### src/rtl/sdpram_sync_fifo_ctrl.sv
// sdpram_sync_fifo_ctrl
//
// Single-clock FIFO controller in front of one simple-dual-port RAM. It owns
// the write/read pointers, the occupancy count and the status flags, and
// drives the RAM's write port and read address. The RAM's optional output
// register is hidden: popped data always appears exactly one cycle after the
// accepted pop, with rd_valid marking it.
//
// Ports:
//   clk           controller clock; also the RAM's wr_clk and rd_clk
//   rst           synchronous active-high reset (also the RAM's sync rst)
//   flush         synchronous clear of pointers/count, RAM contents kept
//   wr_en/wr_data push request and data
//   rd_en         pop request
//   rd_data       popped word, valid while rd_valid=1
//   rd_valid      one-cycle pulse, one cycle after an accepted pop
//   full, empty, almost_full, almost_empty   registered status flags
//   count         occupancy, 0..DEPTH
//   wr_err        one-cycle pulse: push rejected because full
//   rd_err        one-cycle pulse: pop rejected because empty
//   ram_wr_en/ram_wr_addr/ram_wr_data        RAM write port
//   ram_rd_addr/ram_rd_data                  RAM read port
//
// RAM_OUT_REG must match the RAM: 0 = combinational read, 1 = registered read.

module sdpram_sync_fifo_ctrl #(
  parameter int ADDR_WIDTH  = 4,
  parameter int DATA_WIDTH  = 16,
  parameter int RAM_OUT_REG = 0,
  parameter int AF_LEVEL    = (2 ** ADDR_WIDTH) - 2,
  parameter int AE_LEVEL    = 2
) (
  input  logic                  clk,
  input  logic                  rst,
  input  logic                  flush,
  input  logic                  wr_en,
  input  logic [DATA_WIDTH-1:0] wr_data,
  input  logic                  rd_en,
  output logic [DATA_WIDTH-1:0] rd_data,
  output logic                  rd_valid,
  output logic                  full,
  output logic                  empty,
  output logic                  almost_full,
  output logic                  almost_empty,
  output logic [ADDR_WIDTH:0]   count,
  output logic                  wr_err,
  output logic                  rd_err,
  output logic                  ram_wr_en,
  output logic [ADDR_WIDTH-1:0] ram_wr_addr,
  output logic [DATA_WIDTH-1:0] ram_wr_data,
  output logic [ADDR_WIDTH-1:0] ram_rd_addr,
  input  logic [DATA_WIDTH-1:0] ram_rd_data
);

  localparam int DEPTH = 2 ** ADDR_WIDTH;

  localparam logic [ADDR_WIDTH:0]   DEPTH_C = (ADDR_WIDTH + 1)'(DEPTH);
  localparam logic [ADDR_WIDTH:0]   AF_C    = (ADDR_WIDTH + 1)'(AF_LEVEL);
  localparam logic [ADDR_WIDTH:0]   AE_C    = (ADDR_WIDTH + 1)'(AE_LEVEL);
  localparam logic [ADDR_WIDTH:0]   CNT_ONE = (ADDR_WIDTH + 1)'(1);
  localparam logic [ADDR_WIDTH:0]   CNT_ZRO = '0;
  localparam logic [ADDR_WIDTH-1:0] PTR_ONE = ADDR_WIDTH'(1);

  logic [ADDR_WIDTH-1:0] wr_ptr;
  logic [ADDR_WIDTH-1:0] rd_ptr;
  logic                  push_ok;
  logic                  pop_ok;
  logic [ADDR_WIDTH:0]   count_next;

  // Acceptance uses the registered flags, so a push and a pop in the same
  // cycle never see each other's effect. This is also what keeps the RAM
  // free of same-address write/read collisions.
  always_comb begin
    push_ok    = wr_en & ~full;
    pop_ok     = rd_en & ~empty;
    count_next = count;
    case ({push_ok, pop_ok})
      2'b10:   count_next = count + CNT_ONE;
      2'b01:   count_next = count - CNT_ONE;
      default: count_next = count;
    endcase
  end

  assign ram_wr_en   = push_ok;
  assign ram_wr_addr = wr_ptr;
  assign ram_wr_data = wr_data;
  assign ram_rd_addr = rd_ptr;

  always_ff @(posedge clk) begin
    if (rst || flush) begin
      // flush only drops the FIFO state; a request seen alongside it is
      // discarded without raising an error pulse.
      wr_ptr       <= '0;
      rd_ptr       <= '0;
      count        <= '0;
      empty        <= 1'b1;
      almost_empty <= 1'b1;
      full         <= 1'b0;
      almost_full  <= 1'b0;
      rd_valid     <= 1'b0;
      wr_err       <= 1'b0;
      rd_err       <= 1'b0;
    end else begin
      if (push_ok) wr_ptr <= wr_ptr + PTR_ONE;
      if (pop_ok)  rd_ptr <= rd_ptr + PTR_ONE;
      count        <= count_next;
      full         <= (count_next == DEPTH_C);
      empty        <= (count_next == CNT_ZRO);
      almost_full  <= (count_next >= AF_C);
      almost_empty <= (count_next <= AE_C);
      rd_valid     <= pop_ok;
      wr_err       <= wr_en & full;
      rd_err       <= rd_en & empty;
    end
  end

  generate
    if (RAM_OUT_REG == 0) begin : g_rd_reg
      // Combinational RAM read: capture the word at the old rd_ptr here so
      // it lines up with rd_valid. The word holds between pops and across
      // flush; only reset clears it.
      logic [DATA_WIDTH-1:0] rd_data_q;

      always_ff @(posedge clk) begin
        if (rst) begin
          rd_data_q <= '0;
        end else if (!flush && pop_ok) begin
          rd_data_q <= ram_rd_data;
        end
      end

      assign rd_data = rd_data_q;
    end else begin : g_rd_pass
      // The RAM's own output register already samples mem[rd_ptr] at the
      // pop edge, so its output is the popped word during rd_valid.
      assign rd_data = ram_rd_data;
    end
  endgenerate

  a_levels : assert property (@(posedge clk) (AF_LEVEL <= DEPTH) && (AE_LEVEL < DEPTH))
    else $error("sdpram_sync_fifo_ctrl: AF_LEVEL must be <= DEPTH and AE_LEVEL < DEPTH");

endmodule

### config.mk
export PLATFORM = sky130hd
export DESIGN_NAME = sdpram_sync_fifo_ctrl
export DESIGN_NICKNAME = d
export VERILOG_FILES = /design/src/rtl/sdpram_sync_fifo_ctrl.sv
export SDC_FILE = /design/constraint.sdc
export NUM_CORES = 1
export LEC_CHECK = 0
export ABC_AREA = 0
export CAP_MARGIN = 20
export CORE_UTILIZATION = 31
export DETAILED_ROUTE_END_ITERATION = 12
export PLACE_DENSITY = 0.66
export SLEW_MARGIN = 20
export SYNTH_ARGS = -nofsm -noshare
export SYNTH_HDL_FRONTEND = slang
export SYNTH_SLANG_ARGS = --single-unit
### constraint.sdc
create_clock -name clk -period 3.3 [get_ports clk]
set_clock_uncertainty 0.1 [all_clocks]
set_input_delay 0.33 -clock clk [delete_from_list [all_inputs] [get_ports clk]]
set_output_delay 0.33 -clock clk [all_outputs]
set_load 0.01 [all_outputs]
=== Word-level counts from Yosys, hierarchy flattened ===
Index checks and enable logic that the tools add are counted.

* Register bits: 36
* Word-level logic and storage cells: 31
* Output and inout bits: 53

* $add $sub $neg: 4
* Bitwise gates (word level): 6
* Reductions and logical operators: 4
* Order comparisons: 2
* Multiplexer cells: 1
* Equal/unequal tests: 3

{| class="wikitable"
|+ Operators by type and width
! cell !! count
|-
| 5-bit one-hot mux with 2 select lines || 1
|-
| 4-bit by 1-bit adder with 4-bit output (second input constant) || 2
|-
| 5-bit by 1-bit adder with 5-bit output (second input constant) || 1
|-
| 5-bit == test (second input constant) || 1
|-
| 5-bit by 4-bit >= comparator with 1-bit output (second input constant) || 1
|-
| 5-bit by 2-bit less-or-equal comparator with 1-bit output (second input constant) || 1
|-
| 5-bit logical NOT || 1
|-
| 5-bit by 1-bit subtractor with 5-bit output (second input constant) || 1
|-
| 1-bit AND || 4
|-
| 2-bit by 1-bit == test with 1-bit output (second input constant) || 1
|-
| 2-bit == test (second input constant) || 1
|-
| 1-bit NOT || 2
|-
| 1-bit logical AND || 1
|-
| 1-bit logical NOT || 1
|-
| 1-bit logical OR || 1
|}

=== Logic depth before layout (Yosys ltp) ===
Gate-level depths: netlist of run 1.

* Depth in word-level cells: 5
* Depth in mapped cells: 12
* Gate-level depth less buffers: 10

=== Least setup slack after synthesis of run 1 ===
OpenSTA, ideal clock, no wires.

* Path type: input -> register
* From: input wr_en
* To: register full
* Stages on the path: 12
* Path slack: 0.686 ns
* Data arrival time: 2.453 ns
* Path buffers: 2
* Cells stage by stage: nor2b_1 -> clkbuf_1 -> inv_1 -> ha_1 -> buf_4 -> xor2_1 -> ha_1 -> a21oi_2 -> mux2i_1 -> xor2_1 -> nand2_1 -> and4bb_1

* Word-level cells in the longest chain between the ends: 4
* Elaborated cells on any way between the ends: 5

{| class="wikitable"
|+ RTL lines
! what !! line !! source
|-
| start, declared || 36 || <nowiki>input logic wr_en,</nowiki>
|-
| 1-bit AND (*) || 74 || <nowiki>push_ok = wr_en & ~full;</nowiki>
|-
| via ram_wr_en || 48 || <nowiki>output logic ram_wr_en,</nowiki>
|-
| 2-bit by 1-bit == test with 1-bit output / 2-bit == test (equally long branches) || 77 || <nowiki>case ({push_ok, pop_ok})</nowiki>
|-
| 5-bit one-hot mux with 2 select lines (*) || 77 ||
|-
| 5-bit == test (*) || 107 || <nowiki>full <= (count_next == DEPTH_C);</nowiki>
|-
| end signal, assigned || 107 ||
|-
| end, declared || 41 || <nowiki>output logic full,</nowiki>
|}

Mark *: on every way through the listed nets, which the timed path passes. The rest lies on a longest branch.
A chain may end at the register's enable or synchronous reset.

=== Final worst setup path of run 1 ===
* From: input wr_en
* To: register full

* Word-level cells in the longest chain between the ends: 4
* Elaborated cells on any way between the ends: 5

{| class="wikitable"
|+ RTL lines
! what !! line
|-
| 1-bit AND (*) || 74
|-
| 2-bit by 1-bit == test with 1-bit output / 2-bit == test (equally long branches) || 77
|-
| 5-bit one-hot mux with 2 select lines (*) || 77
|-
| 5-bit == test (*) || 107
|}

Every way passes the cells marked *; elsewhere a longest branch is shown, timed or not.

==> impl_metrics.ini, run 1 <==
[floorplanning]
die-area_um2 = 5624
core_area_um2 = 5107
row_count = 26
start_util_pct = 32.34
ios = 90
fp.dieW_um = 74.99
die_y_um = 74.99

[worst_setup_path]
setup.worst_path.end_class = flip-flop
path_class = in -> reg
critical_path_arrival_ps = 2760
reg2reg_from = full$_SDFF_PP0_
startpoint_type = input port
path_cells = clkdlybuf4s50_1, nor2b_1, inv_1, ha_1, xor2_1, ha_1, a21oi_2, mux2i_1, xor2_1, nand2_1, and4bb_1
reg2reg_to = full$_SDFF_PP0_
reg2regPathDepth = 10
cp_slowest_cell = clkdlybuf4s50_1
r2r_setup_slack_ps = 880
worst-path-max-fanout = 5
cp_slowest_stage_delay_ps = 460
cp.required_ps = 3420
startpoint = wr_en

[timing]
timing.final.crit_share_pct = 79.83
fin_crit_ps = 2634
fin_hold_ws_ps = 353.3
maxSlewViolCount = 0
setup_ws_ps = 665.6
max_freq_mhz = 379.6
max-slew-margin-rel_pct = 53.76
fin_tns_setup_ps = 0
worst_slew_pin_slew_ps = 693.6
finalHoldViolCount = 0
setup_violations = 0
rsz0062_at_grt = false

[clock_network]
clock_insertion_delay_worst_skew_ps = 280
clock_path_buffers = 2
cts_tree = yes
numCtsBuffers = 5
postCtsHoldBufs = 0
cts_resized = 0
root_buffer = clkbuf_8
cts.sinks = 36
htree_levels = 2
clkTransAtPathRegs_ps = 70
post_cts_buffers = 0

[grt]
gr-total-overflow = 0
busiest_layer = met2
grt_use_total_pct = 12.03
grt_start_max_net_pins = 20
grt_pass1_vias = 1046
grt_use_met3_pct = 2.544
use_met1_pct = 16.03
grt_pass1_wl_um = 5023
grt_antenna_before_repair = 0
met2_usage_pct = 17.82

[final_layout]
antenna_cells = 0
stdcell_count = 299
finalNetCount = 270
drive_gt1_share_pct = 6.987
area_growth_pct = 35.45
fillers = 519
final_common_cell = clkdlybuf4s50_1
final_cell_mix = 57 x clkdlybuf4s50_1, 36 x nand2_1, 36 x dfxtp_1, 18 x nor2_1, 16 x a21oi_1

[place]
dp_cells = 291
globalplace.congestion = 0.7800
port_buffers = 57
dpl.hpwl_um = 2496
pre_cts_ws_ps = 419.3

[pwr]
p_leak_uw = 0.0008259
peakVddDrop_v = 0.0002190
p_per_area_nw_per_um2 = 388.4

[route]
viasPerCell = 4.431
drtIter0Drc = 88
drt_wl_total_um = 3531
dr.pass1.iters = 4
wl_per_cell_um = 11.81
ant_nets = 0
vias = 1325
route.detailed.drc = 0

[yosys]
yosys_warnings = 0
synth_cell_types = 35
synth_seq_area_share_pct = 43.64
synthArstFlopShare_pct = 0
synthTopCellsByArea = dfxtp_1 44%, nand2_1 8.2%, buf_4 7.7%, a21oi_1 4.8%, nor2_1 4.1%
synth_ff_type = dfxtp_1
syn_area_per_cell_um2 = 8.739
synth_nets = 231
synth_top_area_cell = dfxtp_1
syn_area_um2 = 1652
ys_ff_latch = 36
yosysTopAreaCellShare_pct = 43.64
synth_edf_count = 0
syn_inst = 189

[worst_hold_path]
hold_class = reg -> reg
hold_depth = 2
worst_hold_path.endpoint = rd_data[13]$_SDFFE_PP0P_
hold_start = rd_data[13]$_SDFFE_PP0P_

[job]
max_cap_violations = 0

[run_status]
status = complete, no violations
==> per-layer routing <==
layer / share of wire (%) / up-vias
li1: - / 678
met1: 47 / 606
met2: 46 / 33
met3: 4.8 / 8
met4: 2.2 / 0
met5: 0 / -
==> cell type report <==
| cell class | count | area (µm²) | area share [%] |
|---|---|---|---|
| inverter | 3 | 11.26 | 0.5034 |
| tap | 70 | 87.58 | 3.915 |
| multi-input combinational | 120 | 719.4 | 32.16 |
| clock buffer | 8 | 90.09 | 4.027 |
| sequential | 36 | 720.7 | 32.21 |
| timing repair buffer | 62 | 608.1 | 27.18 |
==> synth_stat cells, types with 2 or more instances <==
master    count
ha_1          5
nand2_1      36
nor2_1       18
nor2b_1       5
a21oi_2       2
inv_1         3
a31oi_1       2
a41o_1        2
dfxtp_1      36
nor3b_1       2
buf_6         2
and3_1        2
mux2i_1       4
xnor2_1       2
xor2_1        7
buf_4        17
nand4_1       2
buf_2         7
a21oi_1      16
clkbuf_1      4
==> state kept, by name, indices dropped and copies added (netlist names), 4 cells and up <==
register / cells
ram_rd_addr: 4
rd_data: 16
ram_wr_addr: 4
count: 5
==> worst max path at each step <==
stage | to | cells after the start
2_1_floorplan | full$_SDFF_PP0_ | 12
3_3_place_gp | full$_SDFF_PP0_ | 11
3_5_place_dp | almost_full$_SDFF_PP0_ | 11
4_1_cts | full$_SDFF_PP0_ | 11
5_1_grt | full$_SDFF_PP0_ | 11
6_report | full$_SDFF_PP0_ | 11
==> worst max-delay path: cells and delay by family <==
family	cells	cell delay (ps)
buffers and inverters	2	550
AND/OR/NAND/NOR	3	530
multiplexers	1	230
adder cells (fa/ha/maj)	2	470
XOR/XNOR	2	510
AO/OA/AOI/OAI	1	150
==> kinds of logic after synthesis <==
family	Yosys count	share of synthesized area [%]
mux	4	2.424
xor+xnor	11	6.743
buf+inv	33	12.80
compound gates	28	10.68
simple gates	72	19.92
fa+ha+maj	5	3.788
flops	36	43.64
==> stage by stage <==
stage | instance area [µm²] | util [%] | total power, µW
3_5_place_dp | 2147 | 42.04 | 561.1
2_1_floorplan | 1652 | - | 531.9
3_3_place_gp | 2147 | 42.04 | 561.7
6_report | 2237 | 43.80 | 868.8
4_1_cts | 2237 | 43.80 | 886.3
5_1_grt | 2237 | 43.80 | 907.4
==> where the power goes <==
part | internal (µW) | switching, µW
Combinational | 57.6 | 42.4
Clock | 170 | 147
Sequential | 443 | 8.00
Total | 671 | 198
Note: power is estimated with default switching activity, not from simulation.
==> run 2: changes to the inputs <==
PLACE_DENSITY = 0.69   (was 0.66)
clock period = 2.1 ns   (was 3.3 ns; I/O delays follow)
==> run 2 against run 1 <==
Compared with the run above: the run now ends with negative setup slack left; count of clock-buffer cells in the layout down 2; global-route usage grew 1.3 points; combinational power is 88% higher; clock power up 83%; register-to-register slack lost 910 ps; sequential power is 56% higher; routed wire length increased by 5.4%; critical path type is now reg -> reg; critical endpoint unchanged; largest cell class is now multi-input gates; largest power group unchanged.
==> impl_metrics.ini, run 2 (synthesis results as in run 1) <==
[run_status]
status = complete, but fails checks
violations = negative setup slack

[route]
wl_per_cell_um = 11.74
drt_wl_total_um = 3722
dr.pass1.iters = 3
route.detailed.drc = 0
vias = 1393
drtIter0Drc = 44
ant_nets = 0
viasPerCell = 4.394

[worst_hold_path]
hold_start = rd_en
hold_class = in -> reg
hold_depth = 2
worst_hold_path.endpoint = rd_err$_SDFF_PP0_

[timing]
max-slew-margin-rel_pct = 81.36
fin_tns_setup_ps = -31.49
setup_ws_ps = -31.49
max_freq_mhz = 469.2
finalHoldViolCount = 0
setup_violations = 1
timing.final.crit_share_pct = 101.5
rsz0062_at_grt = true
maxSlewViolCount = 0
fin_crit_ps = 2131
worst_slew_pin_slew_ps = 279.3

[clock_network]
numCtsBuffers = 5
clock_insertion_delay_worst_skew_ps = 270
root_buffer = clkbuf_8
clock_path_buffers = 2
clkTransAtPathRegs_ps = 70
cts_tree = yes
htree_levels = 2
cts.sinks = 36
postCtsHoldBufs = 0

[worst_setup_path]
path_class = reg -> reg
worst-path-max-fanout = 5
setup.worst_path.end_class = flip-flop
path_cells = nor2b_4, inv_4, ha_4, xor2_1, ha_2, a21oi_2, mux2i_1, xor2_1, buf_4, nand2_1, and4bb_1
cp.required_ps = 2220
reg2regPathDepth = 11
r2r_setup_slack_ps = -30
startpoint_type = flip-flop
cp_slowest_stage_delay_ps = 340
crit_path_frequent_cell = xor2_1
critical_path_arrival_ps = 2250
reg2reg_to = full$_SDFF_PP0_
cp_slowest_cell = dfxtp_2
path_buf_inv = 2
reg2reg_from = full$_SDFF_PP0_
cp_top_family = simple AND/OR/NAND/NOR gates

[floorplanning]
start_util_pct = 32.34
core_area_um2 = 5107
fp.dieW_um = 74.99
die-area_um2 = 5624
die_y_um = 74.99
row_count = 26
ios = 90

[final_layout]
final_common_cell = clkdlybuf4s50_1
final_cell_mix = 55 x clkdlybuf4s50_1, 36 x nand2_1, 34 x dfxtp_1, 23 x buf_4, 17 x nor2_1
antenna_cells = 0
postLayoutCellArea_um2 = 2424
drive_gt1_share_pct = 17.41
finalNetCount = 288
largest_reg_flops = 16
area_growth_pct = 46.74

[grt]
grt_pass1_wl_um = 5678
gr-total-overflow = 0
grt_antenna_before_repair = 0
grt_use_total_pct = 13.37
busiest_layer = met2
grt_use_met3_pct = 4.150
grt_pass1_vias = 1239
met2_usage_pct = 20.42
grt_start_max_net_pins = 19
use_met1_pct = 17.56

[pwr]
p_switching_uw = 316.6
pwr-share-clk_pct = 39.4
pwr-share-seq_pct = 47.8
swShare_pct = 21.46
peakVddDrop_v = 0.0004819
p_int_uw = 1158
combPwrFrac_pct = 12.8
p_leak_uw = 0.0009269
p_per_area_nw_per_um2 = 608.6

[place]
dpl-instance-area_um2 = 2271
dpl.hpwl_um = 2668
globalplace.congestion = 0.8519
port_buffers = 57

[job]
max_cap_violations = 0
run 2: cell count changes in the layout (fill, tap and decap cells not counted), moves of 2 or more:
cell	delta
dfxtp_2	+2
clkdlybuf4s50_1	-2
ha_1	-2
dlygate4sd2_1	+2
buf_4	+18
dfxtp_1	-2
run 2: layout make-up:
class	instances	area, µm²
inverter	3	13.76
sequential	36	723.2
clock buffer	6	72.57
tap	70	87.58
timing repair buffer	80	740.7
clock inverter	2	35.03
fill	504	2684
multi-input combinational	120	750.7
run 2: how the worst max path moves through the flow:
| stage | start | end | slack, ps | cells past startpoint |
|---|---|---|---|---|
| 2_1_floorplan | full$_SDFF_PP0_ | full$_SDFF_PP0_ | -210 | 12 |
| 3_3_place_gp | wr_en | full$_SDFF_PP0_ | -510 | 11 |
| 3_5_place_dp | wr_en | full$_SDFF_PP0_ | -590 | 11 |
| 4_1_cts | empty$_SDFF_PP1_ | full$_SDFF_PP0_ | -40 | 10 |
| 5_1_grt | full$_SDFF_PP0_ | full$_SDFF_PP0_ | -130 | 11 |
| 6_report | full$_SDFF_PP0_ | full$_SDFF_PP0_ | -30 | 11 |
run 2: repair_timing:
action                     4_1_cts  5_1_grt
setup buffers                    4        0
setup endpoints to repair        7        6
pin swaps                        7        7
gates resized for setup          6        1
run 2: power by group through the flow:
| stage | combinational [µW] | sequential (µW) | clock, µW |
|---|---|---|---|
| after CTS | 189 | 705 | 603 |
| final | 188 | 705 | 582 |
| after detailed placement | 184 | 720 | 0 |
| after floorplan | 114 | 726 | 0 |
| after global placement | 183 | 720 | 0 |
| after global routing | 205 | 706 | 631 |
run 2: routing by layer:
metal	wire (µm)	share of wire [%]
met1	1823	49
met2	1642	44
met3	223	6.0
met4	31	0.83
met5	0	0
run 2: worst register-to-register path: stages (launching register included):
cell,delay [ps]
dfxtp_2,340
nor2b_4,140
inv_4,50
ha_4,150
xor2_1,140
ha_2,190
a21oi_2,160
mux2i_1,230
xor2_1,160
buf_4,150
nand2_1,40
and4bb_1,220
run 2: stage by stage:
| stage | hold WS, ps | std cells | setup slack (ps) | utilization [%] | total power, µW |
|---|---|---|---|---|---|
| 2_1_floorplan | 246.0 | 189 | -207.8 | - | 840.6 |
| 3_3_place_gp | 320.1 | 305 | -511.1 | 44.46 | 902.7 |
| 4_1_cts | 207.2 | 317 | -38.91 | 47.33 | 1497 |
| 3_5_place_dp | 320.1 | 305 | -589.5 | 44.46 | 904.3 |
| 5_1_grt | 228.6 | 317 | -135.0 | 47.45 | 1543 |
| 6_report | 209.8 | 317 | -31.49 | 47.45 | 1475 |
